<file path="src/rtl/riscv_pkg.sv">
// Shared RISC-V pipeline types: datapath widths, ALU opcodes and the ID->EX register layout.
package riscv_pkg;

  localparam int XLEN       = 32;
  localparam int REG_ADDR_W = 5;

  typedef enum logic [2:0] {
    ALU_ADD = 3'b000,
    ALU_SUB = 3'b001,
    ALU_XOR = 3'b010,
    ALU_SLT = 3'b011,
    ALU_BLT = 3'b100,
    ALU_BGE = 3'b101,
    ALU_NOP = 3'b110
  } alu_op_e;

  typedef struct packed {
    logic                  valid;
    logic [XLEN-1:0]       input_1;
    logic [XLEN-1:0]       input_2;
    alu_op_e               alu_cntrl;
    logic                  br_en;
    logic [REG_ADDR_W-1:0] rd_addr;
    logic                  reg_write;
    logic                  mem_read;
    logic                  mem_write;
    logic [XLEN-1:0]       store_data;
    logic [XLEN-1:0]       pc;
  } id_ex_t;

  // A bubble must look inert to every downstream stage, including the ALU result.
  localparam id_ex_t ID_EX_BUBBLE = '{
    valid:      1'b0,
    input_1:    '0,
    input_2:    '0,
    alu_cntrl:  ALU_NOP,
    br_en:      1'b0,
    rd_addr:    '0,
    reg_write:  1'b0,
    mem_read:   1'b0,
    mem_write:  1'b0,
    store_data: '0,
    pc:         '0
  };

endpackage

</file>
<file path="src/rtl/id_ex_stage_if.sv">
// Bundle of the decode-side, hazard/forwarding and EX-side signals around the ID->EX register.
interface id_ex_stage_if;
  import riscv_pkg::*;

  logic                  id_valid;
  logic                  id_ready;
  logic [XLEN-1:0]       id_pc;
  logic [REG_ADDR_W-1:0] id_rs1_addr;
  logic [REG_ADDR_W-1:0] id_rs2_addr;
  logic [REG_ADDR_W-1:0] id_rd_addr;
  logic [XLEN-1:0]       id_rs1_data;
  logic [XLEN-1:0]       id_rs2_data;
  logic [XLEN-1:0]       id_imm;
  logic                  id_use_imm;
  logic [2:0]            id_alu_cntrl;
  logic                  id_br_en;
  logic                  id_reg_write;
  logic                  id_mem_read;
  logic                  id_mem_write;

  logic [XLEN-1:0]       alu_result;
  logic [REG_ADDR_W-1:0] mem_rd_addr;
  logic                  mem_reg_write;
  logic [XLEN-1:0]       mem_data;
  logic                  br_taken;
  logic                  ex_hold;

  logic                  ex_valid;
  logic [XLEN-1:0]       ex_input_1;
  logic [XLEN-1:0]       ex_input_2;
  logic [2:0]            ex_alu_cntrl;
  logic                  ex_br_en;
  logic [REG_ADDR_W-1:0] ex_rd_addr;
  logic                  ex_reg_write;
  logic                  ex_mem_read;
  logic                  ex_mem_write;
  logic [XLEN-1:0]       ex_store_data;
  logic [XLEN-1:0]       ex_pc;

  modport master (
    output id_valid, id_pc, id_rs1_addr, id_rs2_addr, id_rd_addr,
           id_rs1_data, id_rs2_data, id_imm, id_use_imm, id_alu_cntrl,
           id_br_en, id_reg_write, id_mem_read, id_mem_write,
           alu_result, mem_rd_addr, mem_reg_write, mem_data, br_taken, ex_hold,
    input  id_ready, ex_valid, ex_input_1, ex_input_2, ex_alu_cntrl, ex_br_en,
           ex_rd_addr, ex_reg_write, ex_mem_read, ex_mem_write, ex_store_data, ex_pc
  );

  modport slave (
    input  id_valid, id_pc, id_rs1_addr, id_rs2_addr, id_rd_addr,
           id_rs1_data, id_rs2_data, id_imm, id_use_imm, id_alu_cntrl,
           id_br_en, id_reg_write, id_mem_read, id_mem_write,
           alu_result, mem_rd_addr, mem_reg_write, mem_data, br_taken, ex_hold,
    output id_ready, ex_valid, ex_input_1, ex_input_2, ex_alu_cntrl, ex_br_en,
           ex_rd_addr, ex_reg_write, ex_mem_read, ex_mem_write, ex_store_data, ex_pc
  );

endinterface

</file>
<file path="src/rtl/fwd_mux.sv">
// Operand bypass for one source register: x0 is hard zero, EX result beats MEM result beats regfile.
module fwd_mux
  import riscv_pkg::*;
(
  input  logic [REG_ADDR_W-1:0] src_addr,
  input  logic [XLEN-1:0]       src_data,
  input  logic                  ex_fwd_en,
  input  logic [REG_ADDR_W-1:0] ex_rd_addr,
  input  logic [XLEN-1:0]       ex_data,
  input  logic                  mem_fwd_en,
  input  logic [REG_ADDR_W-1:0] mem_rd_addr,
  input  logic [XLEN-1:0]       mem_data,
  output logic [XLEN-1:0]       fwd_data
);

  always_comb begin
    fwd_data = src_data;
    if (src_addr == '0) begin
      fwd_data = '0;
    end else if (ex_fwd_en && (ex_rd_addr == src_addr)) begin
      fwd_data = ex_data;
    end else if (mem_fwd_en && (mem_rd_addr == src_addr)) begin
      fwd_data = mem_data;
    end
  end

endmodule

</file>
<file path="src/rtl/id_ex_stage.sv">
// ID->EX pipeline register with operand forwarding, load-use bubbles and taken-branch flush.
module id_ex_stage
  import riscv_pkg::*;
(
  input logic          clk,
  input logic          rst,
  id_ex_stage_if.slave bus
);

  id_ex_t          ex_q;
  id_ex_t          ex_d;
  id_ex_t          id_cap;
  logic            uses_rs2;
  logic            load_use;
  logic            ex_fwd_en;
  logic [XLEN-1:0] fwd_rs1;
  logic [XLEN-1:0] fwd_rs2;

  // A load in EX has no data yet, so it can only be bypassed from MEM one cycle later.
  assign ex_fwd_en = ex_q.valid && ex_q.reg_write && !ex_q.mem_read;
  assign uses_rs2  = !bus.id_use_imm || bus.id_mem_write || bus.id_br_en;
  assign load_use  = bus.id_valid && ex_q.valid && ex_q.mem_read && (ex_q.rd_addr != '0) &&
                     ((bus.id_rs1_addr == ex_q.rd_addr) ||
                      (uses_rs2 && (bus.id_rs2_addr == ex_q.rd_addr)));

  fwd_mux u_fwd_rs1 (
    .src_addr    (bus.id_rs1_addr),
    .src_data    (bus.id_rs1_data),
    .ex_fwd_en   (ex_fwd_en),
    .ex_rd_addr  (ex_q.rd_addr),
    .ex_data     (bus.alu_result),
    .mem_fwd_en  (bus.mem_reg_write),
    .mem_rd_addr (bus.mem_rd_addr),
    .mem_data    (bus.mem_data),
    .fwd_data    (fwd_rs1)
  );

  fwd_mux u_fwd_rs2 (
    .src_addr    (bus.id_rs2_addr),
    .src_data    (bus.id_rs2_data),
    .ex_fwd_en   (ex_fwd_en),
    .ex_rd_addr  (ex_q.rd_addr),
    .ex_data     (bus.alu_result),
    .mem_fwd_en  (bus.mem_reg_write),
    .mem_rd_addr (bus.mem_rd_addr),
    .mem_data    (bus.mem_data),
    .fwd_data    (fwd_rs2)
  );

  always_comb begin
    id_cap            = ID_EX_BUBBLE;
    id_cap.valid      = 1'b1;
    id_cap.input_1    = fwd_rs1;
    id_cap.input_2    = bus.id_use_imm ? bus.id_imm : fwd_rs2;
    id_cap.alu_cntrl  = alu_op_e'(bus.id_alu_cntrl);
    id_cap.br_en      = bus.id_br_en;
    id_cap.rd_addr    = bus.id_rd_addr;
    id_cap.reg_write  = bus.id_reg_write;
    id_cap.mem_read   = bus.id_mem_read;
    id_cap.mem_write  = bus.id_mem_write;
    id_cap.store_data = fwd_rs2;
    id_cap.pc         = bus.id_pc;
  end

  // Flush wins over the load-use bubble, which wins over a downstream hold.
  always_comb begin
    ex_d = ex_q;
    if (bus.br_taken || load_use) begin
      ex_d = ID_EX_BUBBLE;
    end else if (!bus.ex_hold) begin
      ex_d = bus.id_valid ? id_cap : ID_EX_BUBBLE;
    end
  end

  assign bus.id_ready = !rst && (bus.br_taken || (!load_use && !bus.ex_hold));

  always_ff @(posedge clk) begin
    if (rst) begin
      ex_q <= ID_EX_BUBBLE;
    end else begin
      ex_q <= ex_d;
    end
  end

  assign bus.ex_valid      = ex_q.valid;
  assign bus.ex_input_1    = ex_q.input_1;
  assign bus.ex_input_2    = ex_q.input_2;
  assign bus.ex_alu_cntrl  = ex_q.alu_cntrl;
  assign bus.ex_br_en      = ex_q.br_en;
  assign bus.ex_rd_addr    = ex_q.rd_addr;
  assign bus.ex_reg_write  = ex_q.reg_write;
  assign bus.ex_mem_read   = ex_q.mem_read;
  assign bus.ex_mem_write  = ex_q.mem_write;
  assign bus.ex_store_data = ex_q.store_data;
  assign bus.ex_pc         = ex_q.pc;

endmodule

</file>
<file path="src/flat_wrapper.sv">
// flat-port wrapper written by rule: the top's interface ports become plain ports
module id_ex_stage_flat import riscv_pkg::*;
  (clk, rst, bus_id_valid, bus_id_pc, bus_id_rs1_addr, bus_id_rs2_addr, bus_id_rd_addr, bus_id_rs1_data, bus_id_rs2_data, bus_id_imm, bus_id_use_imm, bus_id_alu_cntrl, bus_id_br_en, bus_id_reg_write, bus_id_mem_read, bus_id_mem_write, bus_alu_result, bus_mem_rd_addr, bus_mem_reg_write, bus_mem_data, bus_br_taken, bus_ex_hold, bus_id_ready, bus_ex_valid, bus_ex_input_1, bus_ex_input_2, bus_ex_alu_cntrl, bus_ex_br_en, bus_ex_rd_addr, bus_ex_reg_write, bus_ex_mem_read, bus_ex_mem_write, bus_ex_store_data, bus_ex_pc);
  id_ex_stage_if bus_i ();
  input logic clk;
  input logic rst;
  input wire logic [$bits(bus_i.id_valid)-1:0] bus_id_valid;
  input wire logic [$bits(bus_i.id_pc)-1:0] bus_id_pc;
  input wire logic [$bits(bus_i.id_rs1_addr)-1:0] bus_id_rs1_addr;
  input wire logic [$bits(bus_i.id_rs2_addr)-1:0] bus_id_rs2_addr;
  input wire logic [$bits(bus_i.id_rd_addr)-1:0] bus_id_rd_addr;
  input wire logic [$bits(bus_i.id_rs1_data)-1:0] bus_id_rs1_data;
  input wire logic [$bits(bus_i.id_rs2_data)-1:0] bus_id_rs2_data;
  input wire logic [$bits(bus_i.id_imm)-1:0] bus_id_imm;
  input wire logic [$bits(bus_i.id_use_imm)-1:0] bus_id_use_imm;
  input wire logic [$bits(bus_i.id_alu_cntrl)-1:0] bus_id_alu_cntrl;
  input wire logic [$bits(bus_i.id_br_en)-1:0] bus_id_br_en;
  input wire logic [$bits(bus_i.id_reg_write)-1:0] bus_id_reg_write;
  input wire logic [$bits(bus_i.id_mem_read)-1:0] bus_id_mem_read;
  input wire logic [$bits(bus_i.id_mem_write)-1:0] bus_id_mem_write;
  input wire logic [$bits(bus_i.alu_result)-1:0] bus_alu_result;
  input wire logic [$bits(bus_i.mem_rd_addr)-1:0] bus_mem_rd_addr;
  input wire logic [$bits(bus_i.mem_reg_write)-1:0] bus_mem_reg_write;
  input wire logic [$bits(bus_i.mem_data)-1:0] bus_mem_data;
  input wire logic [$bits(bus_i.br_taken)-1:0] bus_br_taken;
  input wire logic [$bits(bus_i.ex_hold)-1:0] bus_ex_hold;
  output wire logic [$bits(bus_i.id_ready)-1:0] bus_id_ready;
  output wire logic [$bits(bus_i.ex_valid)-1:0] bus_ex_valid;
  output wire logic [$bits(bus_i.ex_input_1)-1:0] bus_ex_input_1;
  output wire logic [$bits(bus_i.ex_input_2)-1:0] bus_ex_input_2;
  output wire logic [$bits(bus_i.ex_alu_cntrl)-1:0] bus_ex_alu_cntrl;
  output wire logic [$bits(bus_i.ex_br_en)-1:0] bus_ex_br_en;
  output wire logic [$bits(bus_i.ex_rd_addr)-1:0] bus_ex_rd_addr;
  output wire logic [$bits(bus_i.ex_reg_write)-1:0] bus_ex_reg_write;
  output wire logic [$bits(bus_i.ex_mem_read)-1:0] bus_ex_mem_read;
  output wire logic [$bits(bus_i.ex_mem_write)-1:0] bus_ex_mem_write;
  output wire logic [$bits(bus_i.ex_store_data)-1:0] bus_ex_store_data;
  output wire logic [$bits(bus_i.ex_pc)-1:0] bus_ex_pc;
  assign bus_i.id_valid = bus_id_valid;
  assign bus_i.id_pc = bus_id_pc;
  assign bus_i.id_rs1_addr = bus_id_rs1_addr;
  assign bus_i.id_rs2_addr = bus_id_rs2_addr;
  assign bus_i.id_rd_addr = bus_id_rd_addr;
  assign bus_i.id_rs1_data = bus_id_rs1_data;
  assign bus_i.id_rs2_data = bus_id_rs2_data;
  assign bus_i.id_imm = bus_id_imm;
  assign bus_i.id_use_imm = bus_id_use_imm;
  assign bus_i.id_alu_cntrl = bus_id_alu_cntrl;
  assign bus_i.id_br_en = bus_id_br_en;
  assign bus_i.id_reg_write = bus_id_reg_write;
  assign bus_i.id_mem_read = bus_id_mem_read;
  assign bus_i.id_mem_write = bus_id_mem_write;
  assign bus_i.alu_result = bus_alu_result;
  assign bus_i.mem_rd_addr = bus_mem_rd_addr;
  assign bus_i.mem_reg_write = bus_mem_reg_write;
  assign bus_i.mem_data = bus_mem_data;
  assign bus_i.br_taken = bus_br_taken;
  assign bus_i.ex_hold = bus_ex_hold;
  assign bus_id_ready = bus_i.id_ready;
  assign bus_ex_valid = bus_i.ex_valid;
  assign bus_ex_input_1 = bus_i.ex_input_1;
  assign bus_ex_input_2 = bus_i.ex_input_2;
  assign bus_ex_alu_cntrl = bus_i.ex_alu_cntrl;
  assign bus_ex_br_en = bus_i.ex_br_en;
  assign bus_ex_rd_addr = bus_i.ex_rd_addr;
  assign bus_ex_reg_write = bus_i.ex_reg_write;
  assign bus_ex_mem_read = bus_i.ex_mem_read;
  assign bus_ex_mem_write = bus_i.ex_mem_write;
  assign bus_ex_store_data = bus_i.ex_store_data;
  assign bus_ex_pc = bus_i.ex_pc;
  id_ex_stage u_core (.clk(clk), .rst(rst), .bus(bus_i));
endmodule
</file>
<file path="config.mk">
export PLATFORM = sky130hd
export DESIGN_NAME = id_ex_stage_flat
export DESIGN_NICKNAME = d
export VERILOG_FILES = /design/src/rtl/riscv_pkg.sv /design/src/rtl/id_ex_stage_if.sv /design/src/rtl/fwd_mux.sv /design/src/rtl/id_ex_stage.sv /design/src/flat_wrapper.sv
export SDC_FILE = /design/constraint.sdc
export NUM_CORES = 1
export LEC_CHECK = 0
export CORE_MARGIN = 10
export CORE_UTILIZATION = 30
export CTS_BUF_LIST = sky130_fd_sc_hd__clkbuf_8
export CTS_CLUSTER_DIAMETER = 120
export DETAILED_ROUTE_END_ITERATION = 8
export PLACE_DENSITY = 0.63
export SLEW_MARGIN = 40
export SYNTH_ARGS = -nofsm -noshare
export SYNTH_HDL_FRONTEND = slang
export SYNTH_HIERARCHICAL = 1
export SYNTH_SLANG_ARGS = --single-unit
</file>
<file path="constraint.sdc">
create_clock -name clk -period 3.7 [get_ports clk]
set_input_delay 0.37 -clock clk [delete_from_list [all_inputs] [get_ports clk]]
set_output_delay 0.37 -clock clk [all_outputs]
set_load 0.01 [all_outputs]
</file>
* After elaboration in Yosys (flattened, before gate mapping)
Cells that the tools add are included.
** Cells by class
- Eq/ne operators :: 6
- Muxes and demuxes :: 8
- Reduce and logical (&&, ||, !) cells :: 27
** Operators by type and width (count)
- two-way mux 32 bit :: 7
- two-way mux 141 bit :: 1
- equality test 5 bit :: 6
- logical AND 1 bit :: 13
- zero test 5 bit :: 2
- zero test 1 bit :: 5
- logical OR 1 bit :: 5
- nonzero test 5 bit :: 1
- OR reduction 2 bit :: 1
** Storage, ports and cells
- Bits in registers :: 141
- Input bits :: 226
- Output and inout port bits :: 142
- Logic and storage cells :: 52

* Depth between registers and ports, before layout
Gate-level depths: netlist (run 1).
- Depth in word-level cells :: 10
- Depth in mapped cells :: 11
- Depth with buffers taken out :: 9

* Cells and area by module
The synthesis (run 1) kept the hierarchy.
** By module, submodules not included
- id_ex_stage :: instances 1, cells an instance 601, area each 6627.6 sq um, sequential area each 2822.7 sq um
- fwd_mux :: instances 2, cells an instance 196, area each 1253.7 sq um, sequential area each 0.0 sq um

* Least setup slack after synthesis (run 1)
OpenSTA, ideal clock, no wires.
- Path type :: register to register
- From :: register u_core.ex_q (netlist bit u_core/bus.ex_rd_addr[0])
- To :: register u_core.ex_q (netlist bit u_core/bus.ex_input_2[10])
- Setup time :: 79 ps
- Arrival time :: 1947 ps
- Data required time :: 3621 ps
- Setup slack :: 1674 ps
- Stages on the path, launching flop included :: 11
- Buffers on the path :: 2
- Clock period less this slack :: 2026 ps
- Cells stage by stage :: dfxtp_1 > xnor2_1 > nand4_1 > or2_1 > clkbuf_1 > buf_6 > a311oi_2 > mux2i_1 > nor2_1 > a21oi_1 > a211oi_2
** On the way
- Cells in the longest elaborated chain, start to end :: 6
- Elaborated cells between the ends (all ways) :: 15
- Classes of those cells :: 3 x eq/ne; 4 x mux; 8 x reduce/logical
** Ends and longest elaborated chain
- start, declared :: line id_ex_stage.sv:10 : id_ex_t ex_q;
- start signal, assigned :: line id_ex_stage.sv:79 : ex_q <= ID_EX_BUBBLE;
- start signal, assigned :: line id_ex_stage.sv:81 : ex_q <= ex_d;
- equality test 5 bit :: line fwd_mux.sv:20 : end else if (ex_fwd_en && (ex_rd_addr == src_addr)) begin
- logical AND 1 bit :: line fwd_mux.sv:20
- two-way mux 32 bit :: line fwd_mux.sv:20
- two-way mux 32 bit :: line fwd_mux.sv:18 : if (src_addr == '0) begin
- via u_core.fwd_rs2[10] :: line id_ex_stage.sv:17 : logic [XLEN-1:0] fwd_rs2;
- two-way mux 32 bit :: line id_ex_stage.sv:54 : id_cap.input_2 = bus.id_use_imm ? bus.id_imm : fwd_rs2;
- two-way mux 141 bit :: line id_ex_stage.sv:71 : ex_d = bus.id_valid ? id_cap : ID_EX_BUBBLE;
The timed path passes the listed nets, and every way through them passes these cells.
A chain may end at the register's enable or synchronous reset.

* Worst setup path after layout (run 1)
- From :: register u_core.ex_q (netlist bit u_core/bus.ex_rd_addr[3])
- To :: output bus_id_ready
** On the way
- Cells in the longest elaborated chain, start to end :: 8
- Elaborated cells between the ends (all ways) :: 11
- Classes of those cells :: 2 x eq/ne; 9 x reduce/logical
** Ends and longest elaborated chain
- equality test 5 bit :: line id_ex_stage.sv:24 : (uses_rs2 && (bus.id_rs2_addr == ex_q.rd_addr)));
- logical AND 1 bit :: line id_ex_stage.sv:24
- logical OR 1 bit :: line id_ex_stage.sv:23 : ((bus.id_rs1_addr == ex_q.rd_addr) ||
- logical AND 1 bit (*) :: line id_ex_stage.sv:22 : assign load_use = bus.id_valid && ex_q.valid && ex_q.mem_read && (ex_q.rd_addr != '0) &&
- zero test 1 bit (*) :: line id_ex_stage.sv:75 : assign bus.id_ready = !rst && (bus.br_taken || (!load_use && !bus.ex_hold));
- logical AND 1 bit (*) :: line id_ex_stage.sv:75
- logical OR 1 bit (*) :: line id_ex_stage.sv:75
- logical AND 1 bit (*) :: line id_ex_stage.sv:75
- end, declared :: line flat_wrapper.sv:27 : output wire logic [$bits(bus_i.id_ready)-1:0] bus_id_ready;
Mark *: on every way between the ends. The rest lies on a longest branch, timed or not.

==> run metrics, run 1 <==
hold path startpoint bus_ex_hold; CTS resizes 0; Die ar. 37800 um2; WP data arrival 2.55 ns; clk slew on worst S/H paths 0.09 ns; Setup Buffers After CTS 0; root buffer cell clkbuf_8; FF-to-FF path depth 11; Post-Place Cells 1642; Net Count, Synth 1219; Die Y 195 um; CP top delay family compound AO/OA/AOI/OAI gates; CTS tree yes; fin. max-slew vios 0; Hold Path Class input pin to flip-flop; Worst-Margin Slew 1.03 ns; post-route ant nets 0; FF-to-FF End u_core/bus.ex_input_2[18]; clk_skew 0.0178 ns; number of DRC markers in iteration 0 about 840; initial antenna violation count 8; Rel. slew slack 0.313; post-DR vias/cell 5.79; R2R Setup Slk 0.80 ns; via count 9744; worst skew pair latency between 0.4 and 0.5 ns; met3 WL between 3 and 4 mm; Period minus WS final 2.92 ns; # clock sinks 141; CP Cell Sequence xnor2_1, nand4_1, o22a_1, o31a_1, clkdlybuf4s50_1; syn_area_per_cell 9.20 um2; Syn. warnings 6; setup ws final 0.783 ns; Leak about 4 nW; Seq/Total Area, Yosys 0.309; HPWL after DPL 35.1 mm; Critical Path Max Stage Delay about 0.58 ns; Die X roughly 190 um; Nets 1497; total track usage 0.235; Hold Buf Count CTS 0; Hold Path Cell Cnt 3; Max Root-Sink Buffers 2; gp weighted congestion 0.868; Residual DRC 0; DR pass1 iterations 5; commonest non-fill, non-tap cell in the layout clkdlybuf4s50_1; final period utilization 0.788; fmax 0.343 GHz; final hold violations 0; Non-Filler Instances 1683; RSZ-0062 raised after global routing false; metal2 WL 22.5 mm; first-pass GRT wire length 67.9 mm; WS Path Type flip-flop to output pin; IO Port Bufs about 370; routed len/inst about 28 um; synthesis-to-layout area growth 45.3%; share of layout cells above drive strength 1 0.167; Synth Register Bits 141; Total Routed Length roughly 47 mm; Starting Density 0.306; highest metal used met4; reg-to-reg critical path startpoint u_core/bus.ex_valid; Yosys cell types 39; cell area after synthesis 9140 um2; Max Cap Violations 0; Final setup viols 0; placed inst area 12900 um2; Post-Synthesis Cells 993; vias in the first global route 9568; core area 29900 um2; Critical Path Start Type flip-flop; H-Tree Depth 4; Crit. End Element output pin; Peak VDD IR 0.158 mV; WL met1 between 15 and 20 mm; final instance area around 13000 um2; CP required 3.33 ns; CP max FO 7; IO Pins between 300 and 400; Setup TNS 0 ns; Bufs and invs on worst path 1; status complete, no violations; most frequent cells in the layout 364 x clkdlybuf4s50_1, 141 x dfxtp_1, 110 x a211oi_2, 106 x a22oi_1, 65 x nor3_1; pwr/cell area 288 nW/um2; crit path max-delay cell type dfxtp_1; GRT overflow 0; hold endpoint u_core/bus.ex_valid; pin count of the biggest net entering global routing 134; Post-Place Setup Slack 0.454 ns; CTS buffer count 17; Rows 63
## cell families after synthesis
kind of cell | after synthesis | synth area share
AO/OA/AOI/OAI | 451 | 0.429
AND/OR/NAND/NOR | 190 | 0.105
multiplexers | 32 | 0.0351
flip-flops | 141 | 0.309
XOR/XNOR | 30 | 0.0304
buffers and inverters | 149 | 0.0922
## power breakdown
part / internal, mW / total [mW] / switching (mW)
clock network: 0.558 / 1.33 / 0.769
logic: 0.439 / 0.923 / 0.484
registers: 1.55 / 1.57 / 0.0217
total: 2.55 / 3.82 / 1.27
## worst register-to-register path: cells and delay by family (launching register included)
family,cells,cell delay [ns]
AO/OA/AOI/OAI,4,1.06
AND/OR/NAND/NOR,4,0.73
buffers and inverters,2,0.50
flip-flops,1,0.40
multiplexers,1,0.15
## synth_stat cells
master	number	area, um2
and4_1	2	17.5
buf_1	2	7.51
buf_12	11	220
or2_2	1	6.26
a211oi_2	110	1380
a311oi_2	20	300
o22a_1	37	324
clkbuf_1	79	297
buf_4	2	15.0
nand2b_1	1	6.26
nand3_1	38	190
o31a_1	1	8.76
inv_1	3	11.3
buf_2	47	235
a21oi_1	33	165
nor2b_2	1	8.76
o21ai_0	62	310
nand4_1	33	206
buf_6	5	56.3
a221oi_1	1	8.76
nor3_1	65	325
a22oi_1	106	796
a211oi_1	64	480
a21o_2	1	8.76
o21ai_1	2	10.0
or2_1	2	12.5
a311oi_1	8	70.1
xnor2_1	27	236
xor2_1	1	8.76
a21oi_2	1	8.76
o211ai_1	2	15.0
mux2i_1	32	320
dfxtp_1	141	2820
nor2_1	38	143
or4_1	2	15.0
o22ai_1	2	12.5
o22ai_4	1	20.0
nand2_1	7	26.3
xnor2_2	2	32.5
## worst max path at each step
stage	from	endpoint	slack, ns	cells after the start
floorplan	u_core/bus.ex_rd_addr[0]	u_core/bus.ex_input_2[10]	1.67	10
global placement	bus_id_rs2_addr[2]	u_core/bus.ex_input_2[18]	0.46	11
detailed placement	bus_id_rs2_addr[2]	u_core/bus.ex_input_2[18]	0.45	11
CTS	u_core/bus.ex_rd_addr[3]	bus_id_ready	0.77	5
global route	u_core/bus.ex_valid	u_core/bus.ex_input_2[18]	0.64	11
finish	u_core/bus.ex_rd_addr[3]	bus_id_ready	0.78	5
## sequential cells by signal (all words and copies together), names as in the netlist, 3 cells and up
name / cells
u_core/bus.ex_store_data: 32
u_core/bus.ex_alu_cntrl: 3
u_core/bus.ex_rd_addr: 5
u_core/bus.ex_input_1: 32
u_core/bus.ex_input_2: 32
u_core/bus.ex_pc: 32
## per-layer routing
layer  global-route usage  vias to the layer above
met2                0.375                      460
li1                     -                     4478
met5                    0                        -
met4               0.0713                        0
met1                0.298                     4768
met3               0.0687                       38
## cell type report
cell class | count | area, um2
fill | 2911 | 16600
tap | 390 | 488
clock buffer | 17 | 234
clock inverter | 15 | 155
timing repair buffer | 405 | 4040
antenna | 9 | 22.5
sequential | 141 | 2820
inverter | 3 | 11.3
multi-input combinational | 703 | 5500
## through the flow
stage	hold slack [ns]	power (mW)	utilization
final	0.277	3.82	0.444
after global routing	0.275	3.97	0.444
after CTS	0.248	3.84	0.443
after detailed placement	0.510	2.52	0.430
after global placement	0.494	2.51	0.429
after floorplan	0.505	2.05	-
(Power assumes the default switching activity.)
==> run 2, diff against run 1 <==
==> constraint.sdc (replaced) <==
create_clock -name clk -period 2.9 [get_ports clk]
set_input_delay 0.29 -clock clk [delete_from_list [all_inputs] [get_ports clk]]
set_output_delay 0.29 -clock clk [all_outputs]
set_load 0.01 [all_outputs]
==> run 2 against run 1 <==
  * Count of clock-buffer cells in the layout is 1 higher
  * Sequential power rose by 28%
  * Sequential share of layout area is 0.35 points lower
  * Cell count is 1.2% higher
  * Die area stayed put
  * Largest cell class unchanged
  * Design area rose by 1.8%
  * Global-route usage decreased by 0.11 points
  * Critical path type unchanged
  * Setup slack worse by 0.71 ns
==> run metrics, run 2 (same netlist as run 1, synthesis figures left out) <==
share of layout cells above drive strength 1 0.180; H-Tree Depth 4; Hold Buf Count CTS 0; Peak VDD IR ~0.25 mV; hold path startpoint bus_ex_hold; CP max FO 7; number of DRC markers in iteration 0 between 900 and 1000; total track usage 0.234; Starting Density 0.306; HPWL after DPL 34.9 mm; setup ws final between 0.07 and 0.08 ns; Final setup viols 0; Hold Path Cell Cnt 3; final instance area 13500 um2; Die Y 195 um; commonest non-fill, non-tap cell in the layout clkdlybuf4s50_1; core area ~30000 um2; pin count of the biggest net entering global routing around 130; via count 9796; Setup Buffers After CTS 0; fin. max-slew vios 0; Period minus WS final 2.83 ns; # clock sinks roughly 140; reg-to-reg critical path startpoint u_core/bus.ex_rd_addr[0]; hold endpoint u_core/bus.ex_valid; root buffer cell clkbuf_8; vias in the first global route 9642; Post-Place Setup Slack -0.132 ns; Worst-Margin Slew 0.758 ns; clk_skew 0.0276 ns; routed len/inst 27.5 um; FF-to-FF path depth 9; worst skew pair latency 0.48 ns; CP required approximately 2.6 ns; Total Routed Length 46.9 mm; final hold violations 0; initial antenna violation count 12; IO Pins 368; final period utilization 0.975; Die X 195 um; CTS tree yes; placed inst area 13100 um2; Leak ~4 nW; RSZ-0062 raised after global routing false; IO Port Bufs 367; Max Root-Sink Buffers 2; Crit. End Element output pin; Rel. slew slack 0.494; CTS buffer count 17; synthesis-to-layout area growth 47.9%; Nets ~1500; GRT overflow 0; clk slew on worst S/H paths 0.11 ns; Die ar. 37800 um2; post-DR vias/cell ~5.8; status complete, no violations; pwr/cell area 364 nW/um2; R2R Setup Slk 0.24 ns; Hold Path Class input pin to flip-flop; Critical Path Start Type flip-flop; Max Cap Violations 0; post-route ant nets 0; Rows 63; DR pass1 iterations 6; most frequent cells in the layout 364 x clkdlybuf4s50_1, 138 x dfxtp_1, 110 x a211oi_2, 106 x a22oi_1, 65 x nor3_1; Residual DRC 0; gp weighted congestion 0.901; FF-to-FF End u_core/bus.ex_input_2[25]; WS Path Type flip-flop to output pin; fmax between 0.3 and 0.4 GHz; first-pass GRT wire length 68.2 mm; WP data arrival about 2.5 ns
==> run 2: critical path, stage by stage (launching register included) <==
cell	delay [ns]
dfxtp_1	0.57
xnor2_1	0.17
nand4_1	0.25
o22a_1	0.32
o31a_1	0.28
clkdlybuf4s50_1	0.48
==> run 2: report_power, final <==
| part | leakage [nW] | switching, mW | internal [mW] | total (mW) |
|---|---|---|---|---|
| sequential | 1.14 | 0.0290 | 1.98 | 2.01 |
| clock | 0.192 | 0.968 | 0.732 | 1.70 |
| combinational | 2.69 | 0.622 | 0.594 | 1.22 |
| total | 4.02 | 1.62 | 3.30 | 4.92 |
==> run 2: final cells by class <==
type | instances | area, um2
fillers | 2907 | 16400
multi-input cells | 703 | 5500
repair buffers | 422 | 4270
flip-flops and latches | 141 | 2830
well taps | 390 | 488
clock buffers | 18 | 248
clock inverters | 14 | 145
diodes | 12 | 30.0
inverters | 3 | 11.3
==> run 2: per-stage QoR <==
stage	setup TNS, ns	hold slack [ns]	cells	utilization	total power, mW
final	0	0.224	1703	0.452	4.92
after global routing	0	0.245	1701	0.452	5.11
after CTS	0	0.211	1691	0.451	4.94
after detailed placement	-0.191	0.499	1659	0.438	3.25
after global placement	-0.0676	0.488	1658	0.437	3.25
after floorplan	0	0.425	993	-	2.61
==> run 2: per-layer routing <==
metal	vias to the layer above	routed length [um]	GRT usage
met1	4776	20200	0.303
li1	4526	-	-
met4	0	1600	0.0994
met5	-	0	0
met2	433	21700	0.362
met3	61	3320	0.0556
==> run 2: repair_timing <==
| action | 4_1_cts | 5_1_grt |
|---|---|---|
| hold endpoints to repair | 0 | 0 |
| resized for setup | 0 | 3 |
| setup endpoints to repair | 0 | 1 |
==> run 2: worst max path at each step <==
stage,startpoint,slack (ns),cells after the start,end
2_1_floorplan,u_core/bus.ex_rd_addr[0],0.87,10,u_core/bus.ex_input_2[10]
3_3_place_gp,bus_id_rs2_addr[3],-0.05,10,u_core/bus.ex_input_2[25]
3_5_place_dp,bus_id_rs2_addr[3],-0.13,10,u_core/bus.ex_input_2[25]
4_1_cts,u_core/bus.ex_rd_addr[3],0.05,5,bus_id_ready
5_1_grt,u_core/bus.ex_rd_addr[0],0.006,5,bus_id_ready
6_report,u_core/bus.ex_rd_addr[0],0.07,5,bus_id_ready
